### src/rtl/alu_sequencer.sv
// rtl/alu_sequencer.sv - instruction sequencer for the 16-bit ALU/register-file/RAM datapath
// Fetches instruction words over imem_req/imem_ack, decodes them onto alu_op/alu_a/alu_b,
// strobes rf_we (load) or ram_we (store) for one MEM cycle and latches the {C,V,Z} flags.
// Optional SINGLE_STEP_EN: adds input step and a STEP state that pauses after each retire.
// Ports:
//   clk, init (async active-low reset), start, step (SINGLE_STEP_EN only)
//   imem_req, imem_addr, imem_ack, imem_data   instruction fetch handshake
//   alu_op, alu_a, alu_b                       decoded datapath controls
//   alu_c, alu_v, alu_z                        datapath status inputs
//   rf_we, ram_we                              write strobes
//   flags, pc, busy, halted, illegal, fault    sequencer status
module alu_sequencer #(
  parameter int unsigned PC_W          = 10,
  parameter int unsigned RESET_PC      = 0,
  parameter int unsigned FETCH_TIMEOUT = 15
) (
  input  logic            clk,
  input  logic            init,
  input  logic            start,
`ifdef SINGLE_STEP_EN
  input  logic            step,
`endif
  output logic            imem_req,
  output logic [PC_W-1:0] imem_addr,
  input  logic            imem_ack,
  input  logic [15:0]     imem_data,
  output logic [3:0]      alu_op,
  output logic [2:0]      alu_a,
  output logic [2:0]      alu_b,
  input  logic            alu_c,
  input  logic            alu_v,
  input  logic            alu_z,
  output logic            rf_we,
  output logic            ram_we,
  output logic [2:0]      flags,
  output logic [PC_W-1:0] pc,
  output logic            busy,
  output logic            halted,
  output logic            illegal,
  output logic            fault
);

`ifdef SINGLE_STEP_EN
  typedef enum logic [2:0] {
    S_IDLE, S_FETCH, S_DECODE, S_EXEC, S_MEM, S_HALT, S_STEP
  } state_t;
  // Retired instructions park in STEP with the fetch request and busy low.
  localparam state_t RETIRE_ST  = S_STEP;
  localparam logic   RETIRE_RUN = 1'b0;
`else
  typedef enum logic [2:0] {
    S_IDLE, S_FETCH, S_DECODE, S_EXEC, S_MEM, S_HALT
  } state_t;
  localparam state_t RETIRE_ST  = S_FETCH;
  localparam logic   RETIRE_RUN = 1'b1;
`endif

  localparam logic [PC_W-1:0] RESET_PC_V = PC_W'(RESET_PC);
  // Counter value on the last permitted FETCH cycle without ack.
  localparam logic [7:0]      TO_LAST    = 8'(FETCH_TIMEOUT - 1);

  state_t          state_q;
  logic [PC_W-1:0] pc_q;
  logic [PC_W-1:0] pc_inc_d;
  logic [9:0]      ir_q;      // only op/op1/op2 are kept; imem_data[5:0] is don't-care
  logic [7:0]      tmo_q;
  logic [3:0]      alu_op_q;
  logic [2:0]      alu_a_q;
  logic [2:0]      alu_b_q;
  logic [2:0]      flags_q;
  logic            req_q;
  logic            rf_we_q;
  logic            ram_we_q;
  logic            busy_q;
  logic            halted_q;
  logic            illegal_q;
  logic            fault_q;
  logic            unused_imem_bits;

  assign unused_imem_bits = ^imem_data[5:0];
  // Wraps modulo 2^PC_W by construction.
  assign pc_inc_d = pc_q + PC_W'(1);

  always_ff @(posedge clk or negedge init) begin
    if (!init) begin
      state_q   <= S_IDLE;
      pc_q      <= RESET_PC_V;
      ir_q      <= '0;
      tmo_q     <= '0;
      alu_op_q  <= '0;
      alu_a_q   <= '0;
      alu_b_q   <= '0;
      flags_q   <= '0;
      req_q     <= 1'b0;
      rf_we_q   <= 1'b0;
      ram_we_q  <= 1'b0;
      busy_q    <= 1'b0;
      halted_q  <= 1'b0;
      illegal_q <= 1'b0;
      fault_q   <= 1'b0;
    end else begin
      case (state_q)
        S_IDLE: begin
          if (start) begin
            state_q <= S_FETCH;
            req_q   <= 1'b1;
            busy_q  <= 1'b1;
          end
        end
        S_FETCH: begin
          if (imem_ack) begin
            ir_q    <= imem_data[15:6];
            tmo_q   <= '0;
            req_q   <= 1'b0;
            state_q <= S_DECODE;
          end else if (tmo_q == TO_LAST) begin
            tmo_q    <= '0;
            req_q    <= 1'b0;
            busy_q   <= 1'b0;
            halted_q <= 1'b1;
            fault_q  <= 1'b1;
            state_q  <= S_HALT;
          end else begin
            tmo_q <= tmo_q + 8'd1;
          end
        end
        S_DECODE: begin
          alu_op_q <= ir_q[9:6];
          alu_a_q  <= ir_q[5:3];
          alu_b_q  <= ir_q[2:0];
          case (ir_q[9:6])
            4'b1111: begin
              busy_q   <= 1'b0;
              halted_q <= 1'b1;
              state_q  <= S_HALT;
            end
            4'b0100, 4'b1100, 4'b1101, 4'b1110: begin
              // Illegal opcodes retire as NOPs.
              illegal_q <= 1'b1;
              pc_q      <= pc_inc_d;
              req_q     <= RETIRE_RUN;
              busy_q    <= RETIRE_RUN;
              state_q   <= RETIRE_ST;
            end
            4'b0101: begin
              ram_we_q <= 1'b1;
              state_q  <= S_MEM;
            end
            4'b0110: begin
              rf_we_q <= 1'b1;
              state_q <= S_MEM;
            end
            default: state_q <= S_EXEC;
          endcase
        end
        S_EXEC: begin
          flags_q <= {alu_c, alu_v, alu_z};
          pc_q    <= pc_inc_d;
          req_q   <= RETIRE_RUN;
          busy_q  <= RETIRE_RUN;
          state_q <= RETIRE_ST;
        end
        S_MEM: begin
          // Strobes were raised on entry, so they span this whole cycle.
          rf_we_q  <= 1'b0;
          ram_we_q <= 1'b0;
          pc_q     <= pc_inc_d;
          req_q    <= RETIRE_RUN;
          busy_q   <= RETIRE_RUN;
          state_q  <= RETIRE_ST;
        end
        S_HALT: begin
          if (start) begin
            pc_q      <= RESET_PC_V;
            halted_q  <= 1'b0;
            illegal_q <= 1'b0;
            fault_q   <= 1'b0;
            req_q     <= 1'b1;
            busy_q    <= 1'b1;
            state_q   <= S_FETCH;
          end
        end
`ifdef SINGLE_STEP_EN
        S_STEP: begin
          if (step) begin
            req_q   <= 1'b1;
            busy_q  <= 1'b1;
            state_q <= S_FETCH;
          end
        end
`endif
        default: state_q <= S_IDLE;
      endcase
    end
  end

  assign imem_req  = req_q;
  assign imem_addr = pc_q;
  assign alu_op    = alu_op_q;
  assign alu_a     = alu_a_q;
  assign alu_b     = alu_b_q;
  assign rf_we     = rf_we_q;
  assign ram_we    = ram_we_q;
  assign flags     = flags_q;
  assign pc        = pc_q;
  assign busy      = busy_q;
  assign halted    = halted_q;
  assign illegal   = illegal_q;
  assign fault     = fault_q;

endmodule

### config.mk
export PLATFORM = sky130hd
export DESIGN_NAME = alu_sequencer
export DESIGN_NICKNAME = d
export VERILOG_FILES = /design/src/rtl/alu_sequencer.sv
export SDC_FILE = /design/constraint.sdc
export NUM_CORES = 1
export LEC_CHECK = 0
export CAP_MARGIN = 20
export CORE_MARGIN = 2
export CORE_UTILIZATION = 50
export DETAILED_ROUTE_END_ITERATION = 7
export PLACE_DENSITY = 0.81
export SYNTH_ARGS = -nofsm -noshare
export SYNTH_HDL_FRONTEND = slang
export SYNTH_SLANG_ARGS = --single-unit
### constraint.sdc
create_clock -name clk -period 2.6 [get_ports clk]
set_input_delay 0.39 -clock clk [delete_from_list [all_inputs] [get_ports clk]]
set_output_delay 0.39 -clock clk [all_outputs]
set_load 0.02 [all_outputs]
# == After elaboration in Yosys (flattened, before gate mapping) ==
# Cells that the tools add are included.
# op_classes
n_addsub,2
eq_ne,23
muxes,29
n_reduce_logical,21
# ops
op,count
$pmux 10 s3,1
$mux 10,2
$eq 4x4->1 const B,4
$mux 8,2
$ne 2x2->1 const B,7
$eq 4x3->1 const B,3
$pmux 3 s4,1
$mux 1,11
$add 10x1->10 const B,1
$pmux 1 s2,5
$reduce_and 5->1,2
$mux 3,3
$pmux 3 s3,1
$add 8x1->8 const B,1
$eq 8x4->1 const B,1
$pmux 1 s4,2
$reduce_and 2->1,4
$reduce_and 4->1,2
$eq 3x2->1 const B,2
$eq 3x3->1 const B,2
$ne 3x3->1 const B,2
$reduce_and 3->1,2
$reduce_bool 2->1,3
$reduce_bool 3->1,2
7 further kinds,9
# word_totals
ff_bits,51
in_bits,23
output_inout_bits,40
elab_cells,90

# == Longest topological paths before layout ==
# Gate-level depths: netlist of the first run.
# logic_depth
ltp_word,4
depth_mapped,7
mapped_depth_nobuf,6

# == Worst setup path before layout of the first run ==
# No wires, ideal clock.
# synth_path
path_type,reg2reg
startpoint,reg state_q[1]
endpoint,reg ir_q[2]
setup_time_ns,0.125
t_arrival_ns,1.605
required_time_ns,2.475
slack_ns,0.870
path_stages_with_launch,6
n_path_buf,2
period_less_slack_ns,1.730
path_cell_list,dfrtp_1 > or3b_1 > buf_2 > nor2_1 > buf_2 > mux2_2
# synth_via
elab_chain_cells,2
# synth_rtl
element,line,text
from (decl),62,state_t state_q;
from (signal assigned),86,state_q <= S_IDLE;
from (signal assigned),105,state_q <= S_FETCH;
from (signal assigned),115,state_q <= S_DECODE;
$eq 3x1->1,102,case (state_q)
$reduce_and 2->1 (no line),-,
to (signal assigned),112,ir_q <= imem_data[15:6];
to (decl),65,logic [9:0] ir_q;
# Every way passes these cells.
# A chain may end at the register's enable or synchronous reset.

# == Final worst setup path of the first run ==
# layout_path
startpoint,reg state_q[0]
endpoint,reg tmo_q[2]
# layout_via
elab_chain_cells,1
# layout_rtl
element,line,text
$eq 3x1->1,102,
to (signal assigned),124,tmo_q <= tmo_q + 8'd1;
to (decl),66,logic [7:0] tmo_q;
# Every way passes these cells.

==> results of run 1 <==
==> report_power, final <==
group          switching, W  internal (W)  total, W
sequential         0.000326       0.00112   0.00145
combinational       0.00115       0.00101   0.00216
clock              0.000261      0.000287  0.000547
==> worst max-delay path, cell delays in order, from the launching register on <==
cell and delay, ns:
dfrtp_1 0.60, or3b_1 0.65, a311o_1 0.53, nor2_1 0.16, o21ai_1 0.07, o21ai_0 0.10
==> per-layer routing <==
| metal | share of wire [%] | track usage [%] | vias to the layer above |
|---|---|---|---|
| li1 | - | - | 1051 |
| met1 | 43 | 24.9 | 1029 |
| met2 | 51 | 35.5 | 62 |
| met3 | 6.2 | 5.81 | 2 |
| met4 | 0.21 | 4.18 | 0 |
| met5 | 0 | 0 | - |
==> cells by family after synthesis <==
| group | count (synthesis) |
|---|---|
| compound gates | 59 |
| buf+inv | 30 |
| simple gates | 112 |
| xor+xnor | 8 |
| flops | 51 |
| fa+ha+maj | 3 |
| mux | 13 |
==> sequential cells by signal, summed over array words and instances (netlist names) <==
| register | count |
|---|---|
| illegal | 1 |
| ram_we | 1 |
| alu_b | 3 |
| state_q | 3 |
| rf_we | 1 |
| imem_addr | 10 |
| alu_a | 3 |
| tmo_q | 8 |
| busy | 1 |
| imem_req | 1 |
| flags | 3 |
| halted | 1 |
| ir_q | 10 |
| alu_op | 4 |
| fault | 1 |
==> metrics by stage <==
| stage | cell area (um^2) | hold WS, ns | power [W] |
|---|---|---|---|
| 3_3_place_gp | 3180 | 0.445 | 0.00355 |
| 6_report | 3290 | 0.110 | 0.00416 |
| 5_1_grt | 3290 | 0.150 | 0.00446 |
| 4_1_cts | 3290 | 0.133 | 0.00419 |
| 2_1_floorplan | 2600 | 0.0944 | 0.00285 |
| 3_5_place_dp | 3180 | 0.458 | 0.00363 |
==> worst paths after layout <==
check                            from           end  cells after the start
max                        state_q[0]      tmo_q[2]                      5
min                              init      flags[1]                      1
max reg2reg                state_q[0]      tmo_q[2]                      5
min reg2reg                   ir_q[3]      alu_a[0]                      2
max in group asynchronous        init  imem_addr[1]                      2
min in group clk              ir_q[3]      alu_a[0]                      2
==> area by class of cell <==
class	instances	area (um^2)	share of cell area, %
clock inverter	3	43.8	1.33
clock buffer	5	68.8	2.09
inverter	7	26.3	0.799
timing repair buffer	64	616	18.7
tap	70	87.6	2.66
multi-input combinational	195	1170	35.6
sequential	51	1280	38.8
==> cell usage in the layout (no fill, tap or decap), types with 7 or more instances in the layout <==
| cell | instances |
|---|---|
| a21oi_1 | 7 |
| buf_4 | 8 |
| clkdlybuf4s50_1 | 55 |
| dfrtp_1 | 51 |
| inv_1 | 7 |
| mux2_2 | 13 |
| nand2_1 | 50 |
| nand3_1 | 10 |
| nor2_1 | 16 |
| o21ai_0 | 21 |
| o21ai_1 | 7 |
==> results.ini, run 1 <==
[sta]
drv_slew = 0
hold_viol = 0
final.setup.worst_slack_ns = 0.396
skew_ns = 0.00725
fin_crit_sh_pct = 84.8
rsz0062_at_grt = no
fmax_ghz = 0.454
max_slew_margin_pct = 55.3
fin_crit_ns = 2.20
worstMarginPinSlew_ns = 0.670
setup_viol = 0
fin_tns_setup_ns = 0

[clock_network]
cts_root_buf = clkbuf_8
cts_tree = done
clk_pin_slew_ns = 0.09
cts_max_level = 2
clock_latency_ns = 0.30
ctsHoldBuffers = 0
clock_sinks = 51
cts_resized = 0
cts.path.max_buffers = 2
numCtsBuffers = 5
cts_setup_buffers = 0

[global_routing]
grt_pass1_wl_um = 9560
grt_pass1_vias = 2084
grt_max_degree = 31
gr-total-overflow = 0
antenna_found_initial = 0
track_usage_pct = 20.2

[placement]
pre_cts_ws_ns = 0.403
placed_cells = 387
hpwl_um = 4020
portBuffers = 56
gp_congestion = 0.821

[pwr]
power_density_mw_per_mm2 = 1260
p_leak_nw = 1.39
ir_worst_vdd_mv = 0.717

[worst_setup_path]
critPathRequiredTime_ns = 2.82
cp.arrival_ns = 2.42
path_max_fanout = 17
path_class = flip-flop to flip-flop
setup.worst_path.end_class = flip-flop
cp-start-kind = flip-flop
reg2reg_setup_slack_ns = 0.40

[synth]
yosysSeqAreaShare_pct = 49.0
synth-seq-cells = 51
synth_enable_flop_cells = 0
postSynthAreaPerCell_um2 = 9.43
synth_common_cells = 51 x dfrtp_1, 50 x nand2_1, 21 x o21ai_0
synthTopCellsByArea = dfrtp_1 49%, nand2_1 7.2%, mux2_2 5.6%, o21ai_0 4.0%, buf_4 2.9%
synthSimpleGateAreaFrac_pct = 21.2
synth_adder_area_share_pct = 1.44
syn_nets = 302
yosysMostFrequentCell = dfrtp_1
synth_ff_type = dfrtp_1
yosysWarningCount = 0
synth_compound_area_share_pct = 14.0
synth-xor-area-share_pct = 2.69
syn_inst = 276
synth_top_family_by_area = simple AND/OR/NAND/NOR gates
ys_types = 45
synthMuxAreaShare_pct = 5.62
synthArstFlopShare_pct = 100
synth_top_cell_by_area = dfrtp_1
synth_top_area_share_pct = 49.0
syn_area_mm2 = 0.00260

[job]
maxCapViolations = 0

[min_path]
hp-class = primary input to async pin

[layout]
final_nets = 350
num_antenna_cells = 0
drive_gt1_share_pct = 11.1
utilization_pct = 64.8
final_cells = 395
area_delta_synth_final_pct = 26.3
fillCellCount = 438

[floorplan]
die-area_mm2 = 0.00580
die_h_um = 76.2
die_x_um = 76.2
io_pins = 63
initial_core_util_pct = 51.3
core_mm2 = 0.00507
core.rowCount = 26

[route]
viasPerCell = 5.43
dr.pass1.iters = 4
antenna_left = 0
drt-wirelength-per-cell_um = 14.2
vias = 2144
drt_iter0_markers = 160
routed_wl_um = 5600
drc = 0

[status]
status = completed

No activity file was read; power rests on OpenSTA's default activity.
==> run 2, diff against run 1 <==
--- a/config.mk
+++ b/config.mk
@@ -7,9 +7,9 @@
 export LEC_CHECK = 0
 export CAP_MARGIN = 20
 export CORE_MARGIN = 2
-export CORE_UTILIZATION = 50
+export CORE_UTILIZATION = 49
 export DETAILED_ROUTE_END_ITERATION = 7
-export PLACE_DENSITY = 0.81
+export PLACE_DENSITY = 0.79
 export SYNTH_ARGS = -nofsm -noshare
 export SYNTH_HDL_FRONTEND = slang
 export SYNTH_SLANG_ARGS = --single-unit
==> constraint.sdc (replaced) <==
create_clock -name clk -period 2.3 [get_ports clk]
set_input_delay 0.345 -clock clk [delete_from_list [all_inputs] [get_ports clk]]
set_output_delay 0.345 -clock clk [all_outputs]
set_load 0.02 [all_outputs]
==> run 2 against run 1 <==
Register-to-register slack worse by 0.07 ns. Total power increased by 14%. Critical path depth did not move. Utilization shrank 0.12 points. Global-route usage fell by 0.47 points. Highest routed layer unchanged. Largest cell class unchanged. Non-clock buffer count up 2. Final cell count increased by 0.51%. Count of clock-buffer cells in the layout unchanged. Die area is 1.9% higher. Sequential share of layout area decreased by 0.18 points.
==> results.ini, run 2 (synthesis gave the netlist of run 1 again) <==
[worst_setup_path]
critical_path.startpoint = state_q[1]
reg2reg_to = tmo_q[3]
path_max_fanout = 17
path_class = flip-flop to flip-flop
cp-start-kind = flip-flop
slowest_delay_ns = 0.63
reg2reg_setup_slack_ns = 0.32
r2r_cells = 5
crit_chain = or3b_1, a311o_1, nor2b_1, o21ai_1, o31ai_1
slowest_stage = or3b_1
crit_family = simple AND/OR/NAND/NOR gates
critPathRequiredTime_ns = 2.51
rr_startpoint = state_q[1]
cp.arrival_ns = 2.18
setup.worst_path.end_class = flip-flop
critPathBufInv = 0

[min_path]
hp-class = primary input to async pin

[layout]
layout_commonest_cell = clkdlybuf4s50_1
area_delta_synth_final_pct = 26.9
num_antenna_cells = 0
fillCellCount = 433
multi_input_area_mm2 = 0.00117
stdcell_area_mm2 = 0.00330
drive_gt1_share_pct = 11.6
final_nets = 352
ff_latch_area_mm2 = 0.00128
layout_common_cells = 55 x clkdlybuf4s50_1, 51 x dfrtp_1, 50 x nand2_1, 21 x o21ai_0, 16 x nor2_1

[clock_network]
cts_resized = 0
ctsHoldBuffers = 0
clk_pin_slew_ns = 0.10
clock_sinks = 51
cts_max_level = 2
cts_root_buf = clkbuf_8
cts.path.max_buffers = 2
cts_setup_buffers = 0
clock_latency_ns = 0.31
numCtsBuffers = 5
cts_tree = done

[route]
antenna_left = 0
drc = 0
vias = 2182
drt-wirelength-per-cell_um = 13.9
drt_iter0_markers = 145
routed_wl_um = 5510
dr.pass1.iters = 4
viasPerCell = 5.50

[floorplan]
core_mm2 = 0.00511
initial_core_util_pct = 51.0
die_x_um = 76.9
die_h_um = 76.9
die-area_mm2 = 0.00591
core.rowCount = 26
io_pins = 63

[global_routing]
track_usage_pct = 19.7
grt_pass1_vias = 2087
antenna_found_initial = 0
grt_pass1_wl_um = 9610
grt_max_degree = 32
gr-total-overflow = 0

[placement]
gp_congestion = 0.821
hpwl_um = 3950
portBuffers = 56
pre_cts_ws_ns = 0.314
placed_area_mm2 = 0.00319

[sta]
worstMarginPinSlew_ns = 0.675
max_slew_margin_pct = 55.0
rsz0062_at_grt = no
hold_slack_ns = 0.0609
final.setup.worst_slack_ns = 0.324
skew_ns = 0.00843
fmax_ghz = 0.506
hold_viol = 0
setup_viol = 0
fin_crit_sh_pct = 85.9
drv_slew = 0
fin_tns_setup_ns = 0
fin_crit_ns = 1.98

[pwr]
power_density_mw_per_mm2 = 1430
p_leak_nw = 1.40
power_w = 0.00473
ir_worst_vdd_mv = 0.673

[job]
maxCapViolations = 0

[status]
status = completed

[run 2: metal layers]
layer	part of all wire (%)	global-route usage, %	vias up
li1	-	-	1050
met1	44	26.4	1064
met2	49	32.3	59
met3	6.1	4.71	9
met4	1.1	5.09	0
met5	0	0	-
[run 2: power by group]
| part | internal [W] | leakage (nW) | switching [W] |
|---|---|---|---|
| clock network | 0.000324 | 0.0581 | 0.000305 |
| registers | 0.00127 | 0.627 | 0.000340 |
| logic | 0.00116 | 0.717 | 0.00132 |
[run 2: area by class of cell]
type / count / area share [%]
multi-input cells: 195 / 35.4
well taps: 70 / 2.65
clock inverters: 3 / 1.33
inverters: 7 / 0.795
repair buffers: 66 / 19.1
flip-flops and latches: 51 / 38.6
clock buffers: 5 / 2.08
[run 2: how the worst max path moves through the flow]
stage / end / cells after the start
finish: tmo_q[3] / 5
global route: tmo_q[3] / 5
CTS: tmo_q[3] / 5
detailed placement: imem_addr[5] / 6
global placement: imem_addr[4] / 6
floorplan: ir_q[2] / 5
[run 2: worst register-to-register path: stages, from the launching register on]
cell,delay (ns)
dfrtp_1,0.39
or3b_1,0.63
a311o_1,0.54
nor2b_1,0.16
o21ai_1,0.07
o31ai_1,0.09
[run 2: through the flow]
stage	std cells	utilization [%]
2_1_floorplan	276	-
3_3_place_gp	389	62.5
3_5_place_dp	389	62.5
4_1_cts	397	64.7
5_1_grt	397	64.7
6_report	397	64.7
